[config.mk]
export PLATFORM = sky130hd
export DESIGN_NAME = axi4_pin_check_master
export DESIGN_NICKNAME = d
export VERILOG_FILES = /design/src/rtl/axi4_pin_check_master.sv
export SDC_FILE = /design/constraint.sdc
export NUM_CORES = 1
export LEC_CHECK = 0
export BUFFER_PORTS_ARGS = -buffer_cell sky130_fd_sc_hd__buf_2
export CORE_ASPECT_RATIO = 0.7
export CORE_MARGIN = 2
export CORE_UTILIZATION = 55
export DETAILED_ROUTE_END_ITERATION = 10
export PLACE_DENSITY = 0.85
export SKIP_LAST_GASP = 1
export SYNTH_ARGS = -nofsm -noshare
export SYNTH_HDL_FRONTEND = slang
export SYNTH_SLANG_ARGS = --single-unit
[constraint.sdc]
create_clock -name clk -period 5.2 [get_ports clk]
set_clock_uncertainty 0.15 [all_clocks]
set_input_delay 0.52 -clock clk [delete_from_list [all_inputs] [get_ports clk]]
set_output_delay 0.52 -clock clk [all_outputs]
set_load 0.02 [all_outputs]
[src/rtl/axi4_pin_check_master.sv]
// rtl/axi4_pin_check_master.sv - AXI4-Lite master that submits a PIN, polls the checker and streams out the flag
module axi4_pin_check_master #(
  parameter logic [31:0] BASE_ADDR = 32'h0,
  parameter int          POLL_GAP  = 16,
  parameter int          MAX_POLLS = 255
) (
  input  logic        clk,
  input  logic        resetn,
  input  logic        pin_valid,
  output logic        pin_ready,
  input  logic [7:0]  pin_data,
  output logic        flag_valid,
  input  logic        flag_ready,
  output logic [7:0]  flag_data,
  output logic        done,
  output logic        pass,
  output logic        timeout,
  output logic        m_awvalid,
  input  logic        m_awready,
  output logic [31:0] m_awaddr,
  output logic [2:0]  m_awprot,
  output logic        m_wvalid,
  input  logic        m_wready,
  output logic [31:0] m_wdata,
  output logic [3:0]  m_wstrb,
  input  logic        m_bvalid,
  output logic        m_bready,
  output logic        m_arvalid,
  input  logic        m_arready,
  output logic [31:0] m_araddr,
  output logic [2:0]  m_arprot,
  input  logic        m_rvalid,
  output logic        m_rready,
  input  logic [31:0] m_rdata
);

  localparam logic [3:0] S_COLLECT  = 4'd0;
  localparam logic [3:0] S_WR_PIN   = 4'd1;
  localparam logic [3:0] S_WR_START = 4'd2;
  localparam logic [3:0] S_GAP      = 4'd3;
  localparam logic [3:0] S_POLL     = 4'd4;
  localparam logic [3:0] S_STATUS   = 4'd5;
  localparam logic [3:0] S_FLAG_RD  = 4'd6;
  localparam logic [3:0] S_FLAG_OUT = 4'd7;
  localparam logic [3:0] S_FIN      = 4'd8;

  localparam logic [7:0] GAP_LAST  = 8'(POLL_GAP - 1);
  localparam logic [7:0] POLL_LIMIT = 8'(MAX_POLLS);

  logic [3:0]  state;
  logic        busy;
  logic [3:0]  bidx;
  logic [1:0]  widx;
  logic [7:0]  poll_cnt;
  logic [7:0]  gap_cnt;
  logic [7:0]  data_buf [16];
  logic [31:0] cur_word;
  logic [31:0] rd_off;
  logic        b_hs;
  logic        r_hs;

  assign m_awprot   = 3'b000;
  assign m_arprot   = 3'b000;
  assign m_wstrb    = 4'hf;
  assign pin_ready  = resetn && (state == S_COLLECT);
  assign flag_valid = (state == S_FLAG_OUT);
  assign flag_data  = data_buf[bidx];
  assign done       = (state == S_FIN);
  assign b_hs       = m_bvalid && m_bready;
  assign r_hs       = m_rvalid && m_rready;

  always_comb begin
    cur_word = {data_buf[{widx, 2'b11}], data_buf[{widx, 2'b10}],
                data_buf[{widx, 2'b01}], data_buf[{widx, 2'b00}]};
    rd_off = 32'h14;
    if (state == S_STATUS)  rd_off = 32'h18;
    if (state == S_FLAG_RD) rd_off = 32'h20 + {28'd0, widx, 2'b00};
  end

  always_ff @(posedge clk) begin
    if (!resetn) begin
      state     <= S_COLLECT;
      busy      <= 1'b0;
      bidx      <= 4'd0;
      widx      <= 2'd0;
      poll_cnt  <= 8'd0;
      gap_cnt   <= 8'd0;
      pass      <= 1'b0;
      timeout   <= 1'b0;
      m_awvalid <= 1'b0;
      m_awaddr  <= 32'd0;
      m_wvalid  <= 1'b0;
      m_wdata   <= 32'd0;
      m_bready  <= 1'b0;
      m_arvalid <= 1'b0;
      m_araddr  <= 32'd0;
      m_rready  <= 1'b0;
    end else begin
      // AW and W retire independently; the write only completes on B
      if (m_awvalid && m_awready) m_awvalid <= 1'b0;
      if (m_wvalid && m_wready)   m_wvalid  <= 1'b0;
      if (m_arvalid && m_arready) m_arvalid <= 1'b0;

      case (state)
        S_COLLECT: begin
          if (pin_valid) begin
            data_buf[bidx] <= pin_data;
            bidx <= bidx + 4'd1;
            if (bidx == 4'd0) begin
              pass    <= 1'b0;
              timeout <= 1'b0;
            end
            if (bidx == 4'd15) begin
              state <= S_WR_PIN;
              widx  <= 2'd0;
            end
          end
        end

        S_WR_PIN, S_WR_START: begin
          if (!busy) begin
            busy      <= 1'b1;
            m_awvalid <= 1'b1;
            m_wvalid  <= 1'b1;
            m_bready  <= 1'b1;
            m_awaddr  <= BASE_ADDR + ((state == S_WR_PIN) ? {28'd0, widx, 2'b00} : 32'h10);
            m_wdata   <= (state == S_WR_PIN) ? cur_word : 32'd0;
          end else if (b_hs) begin
            busy     <= 1'b0;
            m_bready <= 1'b0;
            if (state == S_WR_START) begin
              poll_cnt <= 8'd0;
              gap_cnt  <= 8'd0;
              state    <= S_GAP;
            end else if (widx == 2'd3) begin
              state <= S_WR_START;
            end else begin
              widx <= widx + 2'd1;
            end
          end
        end

        S_GAP: begin
          if (gap_cnt == GAP_LAST) begin
            gap_cnt <= 8'd0;
            state   <= S_POLL;
          end else begin
            gap_cnt <= gap_cnt + 8'd1;
          end
        end

        S_POLL, S_STATUS, S_FLAG_RD: begin
          if (!busy) begin
            busy      <= 1'b1;
            m_arvalid <= 1'b1;
            m_rready  <= 1'b1;
            m_araddr  <= BASE_ADDR + rd_off;
          end else if (r_hs) begin
            busy     <= 1'b0;
            m_rready <= 1'b0;
            if (state == S_POLL) begin
              if (m_rdata[0]) begin
                poll_cnt <= poll_cnt + 8'd1;
                gap_cnt  <= 8'd0;
                if (poll_cnt + 8'd1 == POLL_LIMIT) begin
                  timeout <= 1'b1;
                  pass    <= 1'b0;
                  state   <= S_FIN;
                end else begin
                  state <= S_GAP;
                end
              end else begin
                state <= S_STATUS;
              end
            end else if (state == S_STATUS) begin
              pass <= m_rdata[0];
              widx <= 2'd0;
              state <= m_rdata[0] ? S_FLAG_RD : S_FIN;
            end else begin
              data_buf[{widx, 2'b00}] <= m_rdata[7:0];
              data_buf[{widx, 2'b01}] <= m_rdata[15:8];
              data_buf[{widx, 2'b10}] <= m_rdata[23:16];
              data_buf[{widx, 2'b11}] <= m_rdata[31:24];
              if (widx == 2'd3) begin
                bidx  <= 4'd0;
                state <= S_FLAG_OUT;
              end else begin
                widx <= widx + 2'd1;
              end
            end
          end
        end

        S_FLAG_OUT: begin
          if (flag_ready) begin
            bidx <= bidx + 4'd1;
            if (bidx == 4'd15) state <= S_FIN;
          end
        end

        S_FIN: begin
          bidx  <= 4'd0;
          state <= S_COLLECT;
        end

        default: state <= S_COLLECT;
      endcase
    end
  end

endmodule

==> parameters.txt <==
Parameter                              Value

CTS
  Post-cts sizing count ... 0
  Cts bufs inserted ... 21
  TritonCTS clock tree ... done
  CTS Buffer Depth ... 3
  Number of setup buffers added after CTS ... 0
  Skew-Pair Late Insertion Delay ... 0.51 ns
  Root buffer cell ... sky130_fd_sc_hd__clkbuf_16
  Number of sinks handled by clock tree synthesis ... just over 200
  Level count of the clock H-tree ... 1
  Number of buffers added to fix hold violations after cts ... 0
  Clock Pin Slew Worst Setup and Hold Paths ... 0.06 ns

GRT
  Maximum number of pins on one net before global-route repair ... 64
  Vias in the first global route ... between 7000 and 8000
  First-pass GRT wire length ... 46300 um
  Antenna violations before repair ... 1
  Global Route Usage Sum ... 29.0%
  Overflow left after global routing ... 0

Setup path
  Worst reg2reg setup slack ... 1.90 ns
  Data required time of the critical path ... 4.53 ns
  FF-to-FF End ... data_buf[3][5]$_DFFE_PP_
  WS Path Type ... register to output pin
  Highest net fanout along the worst path ... 32
  Reg-to-Reg Start ... state[1]$_SDFFE_PN0P_
  Data arrival time of the critical path ... slightly below 3 ns
  Critical path launch point type ... register
  Capturing element type of the critical path ... output pin
  Logic depth of the worst register-to-register path ... 4

Drt
  DRC viols ... 0
  Post-route ant nets ... 0
  Detail-routed net length per standard cell ... between 20 and 25 um
  Number of detailed-routing iterations run before antenna repair ... 6
  Routed via count ... ~8600
  Via density per instance ... 6.17
  Number of DRC markers after the initial detailed-route iteration ... 1288
  Drt total wl ... between 30000 and 40000 um

Timing
  Highest Clock Rate ... between 0.2 and 0.3 GHz
  Max_slew headroom ... 13.4%
  Unrepaired setup endpoints after global routing ... false
  Final Cycle Share ... 69.0%
  Clock period minus final worst setup slack ... 3.59 ns
  Fin. Hold Viols ... 0
  Setup tns final ... 0 ns
  Setup violation total in the final timing report ... 0
  Slew Limit Fails ... 0
  Transition time of the tightest slew-check pin ... approximately 1.3 ns
  Final worst hold slack ... approximately 0.12 ns

Placement
  Routability-driven placement congestion ratio ... between 0.9 and 1
  HPWL after detailed placement ... around 22000 um
  Port-buffer cells ... roughly 110

Yosys
  Number of unique standard cell types used by synthesis ... 78
  Mean instance size in the synthesized netlist ... roughly 11 um^2
  Count of flip-flops with a built-in enable after synthesis ... about 130
  Count of synthesis-stage warnings from yosys ... 0
  Cell area after synthesis ... 0.0111 mm^2
  Part of the Yosys area used for sequential elements ... approximately half
  Proportion of netlist area held by the largest area contributor ... between 30% and 40%
  Fraction of registers with async set or reset after synthesis ... 0%
  Cells after synthesis ... between 1000 and 1500
  #FFs+latches synth ... 207
  Synth area leader ... sky130_fd_sc_hd__edfxtp_1
  Largest cells by area after synthesis ... sky130_fd_sc_hd__edfxtp_1 (35%), sky130_fd_sc_hd__mux4_2 (15%), sky130_fd_sc_hd__dfxtp_1 (14%)
  Main flop type after synthesis ... sky130_fd_sc_hd__edfxtp_1

Die
  Standard cell core area ... between 0.015 and 0.02 mm^2
  Total I/O pin count ... approximately 170
  Num rows ... 43
  X dimension of the die ... 174 um
  Chip Height ... 123 um
  Total die area ... ~0.021 mm^2
  Initial standard-cell utilization of the core ... between 50% and 60%

Hold path
  Hold_sp ... m_wready
  Hold path endpoint ... m_wvalid$_SDFF_PN0_
  Type of the most critical hold path ... input pin to register
  Number of cells traversed by the worst hold path ... 3

Final layout
  Fraction of layout cells with a size suffix above 1 ... roughly 21%
  Post-layout net count ... between 1000 and 1500
  Footprint of the multi-input gates ... just over 0.005 mm^2
  Filler Cell Count ... between 1500 and 2000
  Area overhead of the layout relative to synthesis ... 9.64%
  FF+latch area ... 0.00543 mm^2
  Finished Core Util ... between 60 and 70%

Power
  Standby leakage power ... about 4.6 nW
  IR Drop Worst-Case VDD ... ~0.00023 V
  Cell Pwr Density ... 405 mW/mm^2

Status
  Outcome ... completed

Run
  # Max-Cap Violations ... 0
[cells in the final DEF (no fill, tap or decap), types with 3 or more instances in the layout]
master and n:
sky130_fd_sc_hd__nand2_1 318, sky130_fd_sc_hd__edfxtp_1 128, sky130_fd_sc_hd__buf_2 105, sky130_fd_sc_hd__dfxtp_1 77, sky130_fd_sc_hd__mux4_2 72, sky130_fd_sc_hd__conb_1 67
sky130_fd_sc_hd__nor2_1 65, sky130_fd_sc_hd__a22oi_1 35, sky130_fd_sc_hd__nand3_1 22, sky130_fd_sc_hd__o21ai_0 22, sky130_fd_sc_hd__clkbuf_16 21, sky130_fd_sc_hd__a21oi_1 16
sky130_fd_sc_hd__a21o_1 13, sky130_fd_sc_hd__a31oi_1 12, sky130_fd_sc_hd__inv_1 10, sky130_fd_sc_hd__nand2b_1 8, sky130_fd_sc_hd__clkinv_1 8, sky130_fd_sc_hd__nor3_1 7
sky130_fd_sc_hd__ha_1 7, sky130_fd_sc_hd__or3_1 5, sky130_fd_sc_hd__nor2b_1 5, sky130_fd_sc_hd__buf_4 5, sky130_fd_sc_hd__or2_2 4, sky130_fd_sc_hd__bufinv_16 4
sky130_fd_sc_hd__and3_1 3, sky130_fd_sc_hd__o22ai_1 3, sky130_fd_sc_hd__nor3b_1 3, sky130_fd_sc_hd__a2bb2oi_1 3, sky130_fd_sc_hd__xor2_1 3, sky130_fd_sc_hd__a211oi_1 3
[logic make-up after synthesis]
logic type	synth area share, %
xor+xnor	0.316
other cells	0.0678
buf+inv	7.67
compound gates	9.03
flops	49.0
mux	14.8
fa+ha+maj	0.790
simple gates	18.3
[how the worst max path moves through the flow]
stage                                startpoint                       end  depth (start not counted)  slack [ns]
after global placement                 register              flag_data[7]                          3        2.14
after floorplan                        register              flag_data[0]                          4        2.66
after CTS                              register              flag_data[7]                          3        1.54
final                                  register              flag_data[1]                          3        1.61
after detailed placement  state[1]$_SDFFE_PN0P_  data_buf[3][6]$_DFFE_PP_                          4        2.03
after global routing                   register              flag_data[7]                          3        1.44
[worst max-delay path: stages (launching register included)]
cell                      delay [ns]
sky130_fd_sc_hd__dfxtp_2        1.08
sky130_fd_sc_hd__mux4_2         0.64
sky130_fd_sc_hd__mux4_2         0.50
sky130_fd_sc_hd__buf_2          0.18
[flip-flops by register name, summed over array words and instances, names as in the netlist, named ones only]
name,flops
busy,1
m_arvalid,1
data_buf,128
m_araddr,4
m_wdata,32
bidx,4
pass,1
timeout,1
widx,2
state,4
m_awaddr,3
m_awvalid,1
poll_cnt,8
gap_cnt,8
m_rready,1
m_wvalid,1
m_bready,1
[area by class of cell]
type                    count  share of cell area, %
flip-flops and latches    207                   44.7
multi-input cells         758                   41.7
inverters                  11                  0.340
clock inverters            15                   1.45
diodes                      1                 0.0206
repair buffers            110                   4.63
well taps                 270                   2.78
clock buffers              23                   4.39
[Yosys cell counts (all sizes together) (11+ instances only)]
cell	count
clkbuf	20
o21ai	24
edfxtp	128
nand3	24
nand2	320
nor2	67
dfxtp	79
a22oi	35
a21oi	16
inv	11
a21o	13
a31oi	12
mux4	72
buf	108
[through the flow]
stage / setup slack (ns) / instance area (um^2) / instances / total power, mW
detailed placement: 2.03 / 11400 / 1356 / 3.34
global route: 1.44 / 12100 / 1395 / 5.10
global placement: 2.14 / 11400 / 1356 / 3.29
finish: 1.61 / 12100 / 1395 / 4.92
CTS: 1.54 / 12100 / 1394 / 4.89
floorplan: 2.66 / 11300 / 1104 / 3.05
[metal layers]
layer	part of all wire [%]	track usage [%]	up-vias
met5	0	0	-
met4	3.3	9.35	0
met3	16	9.51	97
met2	42	42.4	711
met1	39	41.4	4034
li1	-	-	3760
[report_power, final]
part           switching (mW)  internal [mW]
logic                   0.760          0.530
clock network           0.640          0.940
registers               0.177           1.87
total                    1.58           3.34
No activity file was read; power rests on OpenSTA's default activity.
